## src/rtl/jk_excite_seq.sv

```systemverilog
// Write-side sequencer for a negedge JK register bank: queues target words,
// derives per-bit J/K from the fed-back Q, strobes the bank and re-drives on mismatch.
module jk_excite_seq #(
    parameter int WIDTH      = 8,
    parameter int DEPTH      = 4,
    parameter int MAX_RETRY  = 2,
    parameter int USE_TOGGLE = 0
) (
    input  logic             clock,
    input  logic             reset_n,
    input  logic             tgt_valid,
    input  logic [WIDTH-1:0] tgt_data,
    output logic             tgt_ready,
    input  logic [WIDTH-1:0] q_fb,
    output logic [WIDTH-1:0] J,
    output logic [WIDTH-1:0] K,
    output logic             jk_en,
    output logic             done,
    output logic             err,
    output logic [WIDTH-1:0] err_bits,
    input  logic             err_clear,
    output logic [1:0]       dbg_state
);

    // Handshake: a word is accepted on any posedge where tgt_valid && tgt_ready;
    // tgt_ready depends only on queue occupancy, never on tgt_valid.
    localparam int AW = (DEPTH > 1) ? $clog2(DEPTH) : 1;
    localparam int CW = AW + 1;
    localparam int RW = $clog2(MAX_RETRY + 2);

    typedef enum logic [1:0] {
        S_IDLE  = 2'd0,
        S_LOAD  = 2'd1,
        S_DRIVE = 2'd2,
        S_CHECK = 2'd3
    } state_t;

    state_t           state_q, state_d;
    logic [WIDTH-1:0] mem_q [DEPTH];
    logic [WIDTH-1:0] mem_d [DEPTH];
    logic [AW-1:0]    wr_ptr_q, wr_ptr_d;
    logic [AW-1:0]    rd_ptr_q, rd_ptr_d;
    logic [CW-1:0]    count_q, count_d;
    logic [WIDTH-1:0] tgt_reg_q, tgt_reg_d;
    logic [RW-1:0]    retry_q, retry_d;
    logic [WIDTH-1:0] j_q, j_d;
    logic [WIDTH-1:0] k_q, k_d;
    logic             jk_en_q, jk_en_d;
    logic             err_q, err_d;
    logic [WIDTH-1:0] err_bits_q, err_bits_d;
    logic             push, pop, fail, match;
    logic [WIDTH-1:0] diff;

    assign tgt_ready = (count_q != CW'(DEPTH));
    assign push      = tgt_valid && tgt_ready;
    assign match     = (q_fb == tgt_reg_q);
    assign diff      = q_fb ^ tgt_reg_q;

    always_comb begin
        state_d    = state_q;
        tgt_reg_d  = tgt_reg_q;
        retry_d    = retry_q;
        j_d        = '0;
        k_d        = '0;
        jk_en_d    = 1'b0;
        err_d      = err_q;
        err_bits_d = err_bits_q;
        pop        = 1'b0;
        fail       = 1'b0;
        case (state_q)
            S_IDLE: begin
                if (count_q != '0) begin
                    pop       = 1'b1;
                    tgt_reg_d = mem_q[rd_ptr_q];
                    retry_d   = '0;
                    state_d   = S_LOAD;
                end
            end
            S_LOAD: begin
                // Excitation lands in j_q/k_q so it is presented for the whole DRIVE cycle.
                jk_en_d = 1'b1;
                if (USE_TOGGLE != 0) begin
                    j_d = diff;
                    k_d = diff;
                end else begin
                    j_d = tgt_reg_q & ~q_fb;
                    k_d = q_fb & ~tgt_reg_q;
                end
                state_d = S_DRIVE;
            end
            S_DRIVE: begin
                state_d = S_CHECK;
            end
            S_CHECK: begin
                if (match) begin
                    state_d = S_IDLE;
                end else if (retry_q < RW'(MAX_RETRY)) begin
                    retry_d = retry_q + RW'(1);
                    state_d = S_LOAD;
                end else begin
                    fail    = 1'b1;
                    state_d = S_IDLE;
                end
            end
            default: state_d = S_IDLE;
        endcase
        // A fresh failure outranks a simultaneous clear.
        if (fail) begin
            err_d      = 1'b1;
            err_bits_d = diff;
        end else if (err_clear) begin
            err_d      = 1'b0;
            err_bits_d = '0;
        end
    end

    always_comb begin
        mem_d    = mem_q;
        wr_ptr_d = wr_ptr_q;
        rd_ptr_d = rd_ptr_q;
        count_d  = count_q;
        if (push) begin
            mem_d[wr_ptr_q] = tgt_data;
            wr_ptr_d        = wr_ptr_q + AW'(1);
        end
        if (pop) begin
            rd_ptr_d = rd_ptr_q + AW'(1);
        end
        if (push && !pop) begin
            count_d = count_q + CW'(1);
        end else if (pop && !push) begin
            count_d = count_q - CW'(1);
        end
    end

    always_ff @(posedge clock or negedge reset_n) begin
        if (!reset_n) begin
            state_q    <= S_IDLE;
            wr_ptr_q   <= '0;
            rd_ptr_q   <= '0;
            count_q    <= '0;
            tgt_reg_q  <= '0;
            retry_q    <= '0;
            j_q        <= '0;
            k_q        <= '0;
            jk_en_q    <= 1'b0;
            err_q      <= 1'b0;
            err_bits_q <= '0;
            for (int i = 0; i < DEPTH; i++) begin
                mem_q[i] <= '0;
            end
        end else begin
            state_q    <= state_d;
            wr_ptr_q   <= wr_ptr_d;
            rd_ptr_q   <= rd_ptr_d;
            count_q    <= count_d;
            tgt_reg_q  <= tgt_reg_d;
            retry_q    <= retry_d;
            j_q        <= j_d;
            k_q        <= k_d;
            jk_en_q    <= jk_en_d;
            err_q      <= err_d;
            err_bits_q <= err_bits_d;
            mem_q      <= mem_d;
        end
    end

    assign J         = j_q;
    assign K         = k_q;
    assign jk_en     = jk_en_q;
    assign done      = (state_q == S_CHECK) && match;
    assign err       = err_q;
    assign err_bits  = err_bits_q;
    assign dbg_state = state_q;

endmodule

```

## config.mk

```make
export PLATFORM = sky130hd
export DESIGN_NAME = jk_excite_seq
export DESIGN_NICKNAME = d
export VERILOG_FILES = /design/src/rtl/jk_excite_seq.sv
export SDC_FILE = /design/constraint.sdc
export NUM_CORES = 1
export LEC_CHECK = 0
export ABC_AREA = 1
export CORE_MARGIN = 2
export CORE_UTILIZATION = 55
export CTS_CLUSTER_SIZE = 30
export DETAILED_ROUTE_END_ITERATION = 12
export PLACE_DENSITY = 0.8
export SYNTH_ARGS = -nofsm -noshare
export SYNTH_HDL_FRONTEND = slang
export SYNTH_SLANG_ARGS = --single-unit
```

## constraint.sdc

```tcl
create_clock -name clock -period 2.9 [get_ports clock]
set_clock_uncertainty 0.15 [all_clocks]
set_input_delay 0.58 -clock clock [delete_from_list [all_inputs] [get_ports clock]]
set_output_delay 0.58 -clock clock [all_outputs]
set_load 0.05 [all_outputs]
```

==> results.py, run 1 <==
metrics = {
    "timing": {
        "timing.fmax_mhz": 353,
        "fin_crit_sh_pct": 97.8,
        "setup-violations-final": 0,
        "hold_viol": 0,
        "relSlewSlack_pct": 57.0,
        "worstMarginPinSlew_ps": 645,
        "min_period_ps": 2840,
        "slew_violations": 0,
    },
    "setup_path": {
        "path_cells": "clkdlybuf4s50_1 > inv_1 > ha_1 > nand2_1 > nor2_2 > nand3_1 > inv_2 > buf_12",
        "max_stage_delay_ps": 510,
        "crit_fanout": 4,
        "critPathKind": "primary input to output pin",
        "path_delay_family": "buffers and inverters",
        "critPathBufInv": 4,
        "end_kind": "output pin",
        "critPathSlowestCell": "clkdlybuf4s50_1",
        "crit_path_start_kind": "primary input",
        "cp_data_arrival_time_ps": 2110,
        "critical_path_required_ps": 2170,
    },
    "grt": {
        "antenna_found_initial": 0,
        "grtUsageTotal_pct": 21.4,
        "grt_pass1_vias": 2670,
        "overflow": 0,
        "grt_max_degree": 51,
        "grt_pass1_wl_um": 12300,
    },
    "logic_synthesis": {
        "ys_top_cells_by_count": "nand2_1, dfrtp_1, inv_1",
        "yosysTopAreaCellShare_pct": 52.1,
        "ys_ff_latch": 77,
        "yosys_warnings": 0,
        "syn-num-nets": 456,
        "netlist_instances": 410,
        "ys_seq_area_share_pct": 52.1,
        "async_flop_share_pct": 100,
        "yosysMostFrequentCell": "nand2_1",
        "netlist_top_cells_area": "dfrtp_1, nand2_1, ha_1",
        "yosys.area.top_type": "dfrtp_1",
        "ys_types": 28,
        "synth_edf_count": 0,
        "synth.cell_area_um2": 3700,
        "postSynthAreaPerCell_um2": 9.02,
        "synth_ff_type": "dfrtp_1",
    },
    "detailed_routing": {
        "wl_per_cell_um": 13.0,
        "drc": 0,
        "wl_um": 7010,
        "dr.pass1.iters": 4,
        "dr_total_vias": 2764,
        "avgViaCountPerCell": 5.11,
        "first_iter_violations": 226,
        "postRouteAntennaNets": 0,
    },
    "finish": {
        "fillers": 507,
        "post-route-util_pct": 68.6,
        "areaGrowthSynthToFinish_pct": 19.2,
        "fin_nets": 507,
        "drive_above_1_share_pct": 8.62,
        "antenna_cells": 0,
    },
    "floorplanning": {
        "die_h_um": 86.0,
        "die-area_um2": 7390,
        "boundaryPins": 50,
        "chipWidth_um": 86.0,
        "initial_core_util_pct": 57.6,
        "row_count": 29,
        "core_um2": 6420,
    },
    "clock_network": {
        "cts_setup_buffers": 0,
        "clock-sinks": 77,
        "root_buffer": "clkbuf_8",
        "numCtsBuffers": 9,
        "cts-htree-levels": 3,
        "path_clk_slew_ps": 80,
        "clk_latency_ps": 340,
        "cts_tree": "done",
        "clock_path_buffers": 2,
        "cts_hold_buffers": 0,
        "post_cts_resized": 0,
    },
    "run": {
        "maxCapViolCount": 0,
    },
    "power_and_ir_drop": {
        "power_uw": 4520,
        "peakVddDrop_uv": 485,
        "power.leakage_uw": 0.00238,
        "power.density_nw_per_um2": 1030,
    },
    "placed_design": {
        "dp_hpwl_um": 4940,
        "io_buffers": 49,
        "gp_congestion": 0.749,
    },
    "outcome": {
        "status": "finished clean",
    },
    "hold_path": {
        "hold_class": "primary input to async pin",
    },
}
[through the flow]
step | hold slack (ps) | instances | area, um^2 | setup TNS, ps | setup slack [ps]
floorplan | 134 | 410 | 3700 | 0 | 372
global placement | 316 | 527 | 4220 | 0 | 73.1
detailed placement | 318 | 527 | 4220 | 0 | 25.0
CTS | 116 | 541 | 4400 | 0 | 12.1
global route | 151 | 541 | 4410 | -27.5 | -27.5
finish | 104 | 541 | 4410 | 0 | 63.7
[flip-flops by register name, summed over array words and instances (netlist names)]
name,cells
mem_q,32
J,8
K,8
err_bits,8
tgt_reg_q,8
count_q,3
dbg_state,2
rd_ptr_q,2
retry_q,2
wr_ptr_q,2
err,1
jk_en,1
[final timing paths]
kind / slack (ps) / cells after the start / start / end
max reg2reg: 760 / 9 / dbg_state[0] / count_q[2]
min in group clock: 330 / 2 / err / err
max in group asynchronous: 1810 / 2 / reset_n / mem_q[11]
max: 60 / 8 / q_fb[5] / done
min: 100 / 1 / reset_n / jk_en
min reg2reg: 330 / 2 / err / err
[report_power, final]
part	switching (uW)	internal, uW	total (uW)	leakage, uW
registers	305	1480	1780	0.000993
clock network	369	385	754	0.0000947
logic	1250	733	1990	0.00130
[kinds of logic after synthesis]
| logic type | Yosys count | synth area share [%] |
|---|---|---|
| compound gates | 55 | 8.09 |
| xor+xnor | 4 | 0.948 |
| fa+ha+maj | 26 | 9.00 |
| buf+inv | 68 | 8.49 |
| flops | 77 | 52.1 |
| mux | 1 | 0.305 |
| simple gates | 179 | 21.0 |
[cell type report]
cell class | instances | area (um^2) | share of cell area [%]
timing repair buffer | 51 | 523 | 11.9
inverter | 57 | 221 | 5.03
clock inverter | 5 | 53.8 | 1.22
multi-input combinational | 265 | 1460 | 33.2
tap | 77 | 96.3 | 2.19
sequential | 77 | 1930 | 43.7
clock buffer | 9 | 124 | 2.81
[worst reg2reg max path, cell delays in order, from the launching register on]
cell,delay (ps)
dfrtp_1,450
inv_1,90
ha_1,250
nand2_1,100
ha_1,140
inv_1,60
fa_1,380
a21oi_1,140
o21ai_0,110
xor2_1,150
[routing by layer]
metal,vias up,GRT usage (%),share of wire (%)
met5,-,0,0
met3,12,5.58,5.5
met2,80,35.0,49
met1,1304,27.4,43
li1,1368,-,-
met4,0,7.94,1.8
[cells in the final DEF (no fill, tap or decap), types with 2 or more instances in the layout]
master / synthesis / final
clkbuf_8: 0 / 9
clkinv_1: 3 / 3
nand2_4: 6 / 6
nand2_2: 2 / 2
xor2_1: 3 / 3
o21ai_2: 6 / 6
nand2_1: 109 / 109
o21ai_0: 19 / 19
clkinv_2: 0 / 3
nand3_1: 13 / 13
o21ai_1: 28 / 28
nor2_2: 0 / 2
nor2_1: 39 / 37
nand3b_1: 8 / 8
dfrtp_1: 77 / 77
buf_12: 0 / 2
clkdlybuf4s50_1: 0 / 47
ha_1: 25 / 25
inv_2: 2 / 3
inv_1: 51 / 50
Power figures use the tool's default switching activity.
==> run 2, diff against run 1 <==
CORE_UTILIZATION = 60   (was 55)
DONT_BUFFER_PORTS = 1   (was default)
PLACE_DENSITY = 0.76   (was 0.8)
==> run 2 against run 1 <==
Combinational power decreased by 23%. Setup slack improved by 260 ps. Largest power group is now registers. Via count decreased by 7.3%. Clock power increased by 9.4%. Sequential share of layout area increased by 4.9 points. Critical endpoint unchanged. Highest routed layer unchanged. First-iteration DRC count decreased by 58%. Die area decreased by 8.0%. Critical path depth decreased by 3.
==> results.py, run 2 (synthesis gave the netlist of run 1 again) <==
metrics = {
    "hold_path": {
        "min_path_cells": 2,
        "hp-start": "tgt_valid",
        "hold_end": "wr_ptr_q[0]",
        "hold_class": "primary input to register",
    },
    "placed_design": {
        "io_buffers": 0,
        "dp.cells": 477,
        "gp_congestion": 0.762,
        "dp_hpwl_um": 4690,
    },
    "timing": {
        "slew_violations": 0,
        "fin_crit_sh_pct": 88.9,
        "relSlewSlack_pct": 60.4,
        "setup-violations-final": 0,
        "min_period_ps": 2580,
        "worstMarginPinSlew_ps": 595,
        "setup_tns_ps": 0,
        "grt_setup_unrepaired": "false",
        "timing.fmax_mhz": 388,
        "hold_viol": 0,
    },
    "grt": {
        "overflow": 0,
        "antenna_found_initial": 0,
        "grt_pass1_wl_um": 11400,
        "grtUsageTotal_pct": 22.3,
        "grt_pass1_vias": 2460,
        "grt_max_degree": 78,
    },
    "detailed_routing": {
        "first_iter_violations": 94,
        "dr_total_vias": 2562,
        "wl_per_cell_um": 13.7,
        "dr.pass1.iters": 4,
        "wl_um": 6800,
        "drc": 0,
        "postRouteAntennaNets": 0,
        "avgViaCountPerCell": 5.18,
    },
    "finish": {
        "largest_reg_flops": 32,
        "drive_above_1_share_pct": 8.81,
        "fillers": 474,
        "fin_nets": 461,
        "largest_register": "mem_q",
        "areaGrowthSynthToFinish_pct": 7.14,
        "final_common_cell": "nand2_1",
        "final_cell_mix": "nand2_1, dfrtp_1, inv_1, nor2_1, o21ai_1",
        "stdcell_count": 495,
        "antenna_cells": 0,
    },
    "power_and_ir_drop": {
        "swShare_pct": 43.2,
        "clockPowerShare_pct": 18.7,
        "netSwitchingPower_uw": 1910,
        "power_uw": 4410,
        "peakVddDrop_uv": 507,
        "power.leakage_uw": 0.00223,
        "power.density_nw_per_um2": 1110,
        "power_frac_seq_pct": 46.3,
        "p_comb_share_pct": 35.0,
        "p_int_uw": 2500,
    },
    "outcome": {
        "status": "finished clean",
    },
    "floorplanning": {
        "row_count": 28,
        "core_um2": 5960,
        "die_h_um": 82.5,
        "die-area_um2": 6810,
        "initial_core_util_pct": 62.1,
        "boundaryPins": 50,
        "chipWidth_um": 82.5,
    },
    "clock_network": {
        "numCtsBuffers": 9,
        "clock-sinks": 77,
        "clk_latency_ps": 340,
        "cts-htree-levels": 3,
        "clock_path_buffers": 2,
        "cts_tree": "done",
        "root_buffer": "clkbuf_8",
        "path_clk_slew_ps": 70,
    },
    "setup_path": {
        "crit_fanout": 4,
        "r2r_end": "count_q[1]",
        "end_kind": "output pin",
        "cp_data_arrival_time_ps": 1850,
        "r2r_slack_ps": 590,
        "timing.rr.start": "dbg_state[1]",
        "critPathKind": "register to output pin",
        "reg2reg_depth": 8,
        "critical_path_required_ps": 2170,
        "crit_path_start_kind": "register",
    },
    "run": {
        "maxCapViolCount": 0,
    },
}
[run 2: cell count changes in the layout (fill, tap and decap cells not counted), sizes merged]
cell	delta
clkbuf	+4
clkdlybuf4s50	-47
clkinv	-2
dlygate4sd3	+1
[run 2: area by class of cell]
type | instances | area, um^2 | area share (%)
Multi-Input combinational cell | 265 | 1460 | 36.8
Sequential cell | 77 | 1930 | 48.6
Clock buffer | 13 | 159 | 4.01
Clock inverter | 3 | 43.8 | 1.11
Timing Repair Buffer | 5 | 60.1 | 1.52
Inverter | 57 | 221 | 5.59
Tap cell | 75 | 93.8 | 2.37
[run 2: worst max-delay path by stage]
stage | cells after the start | start | to
after floorplan | 10 | dbg_state[0] | count_q[2]
after global placement | 6 | q_fb[4] | done
after detailed placement | 6 | q_fb[4] | done
after CTS | 5 | tgt_reg_q[4] | done
after global routing | 5 | tgt_reg_q[4] | done
final | 5 | tgt_reg_q[4] | done
[run 2: power by group through the flow]
stage / registers (uW) / clock network [uW] / logic [uW]
after floorplan: 1990 / 0 / 1280
after global placement: 2040 / 0 / 1450
after detailed placement: 2060 / 0 / 1520
after CTS: 2040 / 833 / 1560
after global routing: 2100 / 879 / 1810
final: 2040 / 825 / 1540
[run 2: stage by stage]
stage	area, um^2	hold slack (ps)	util [%]	setup WS [ps]
5_1_grt	3960	284	66.5	214
3_5_place_dp	3720	136	62.5	475
6_report	3960	280	66.5	321
2_1_floorplan	3700	134	-	372
3_3_place_gp	3720	136	62.5	497
4_1_cts	3960	274	66.5	293
[run 2: repair_timing]
action	CTS	global route
hold buffers	2	0
hold endpoints to repair	77	0
setup buffers	0	0
resized for setup	0	0
[run 2: critical path: stages (launching register included)]
cell,delay [ps]
dfrtp_1,400
ha_1,320
nand2_1,70
nor2_1,170
nand3_1,170
inv_1,380
[run 2: routing by layer]
metal | vias to the layer above | track usage (%) | wire (um)
met1 | 1201 | 28.4 | 2980
met5 | - | 0 | 0
li1 | 1283 | - | -
met3 | 11 | 4.57 | 381
met4 | 0 | 8.69 | 97
met2 | 67 | 37.4 | 3350
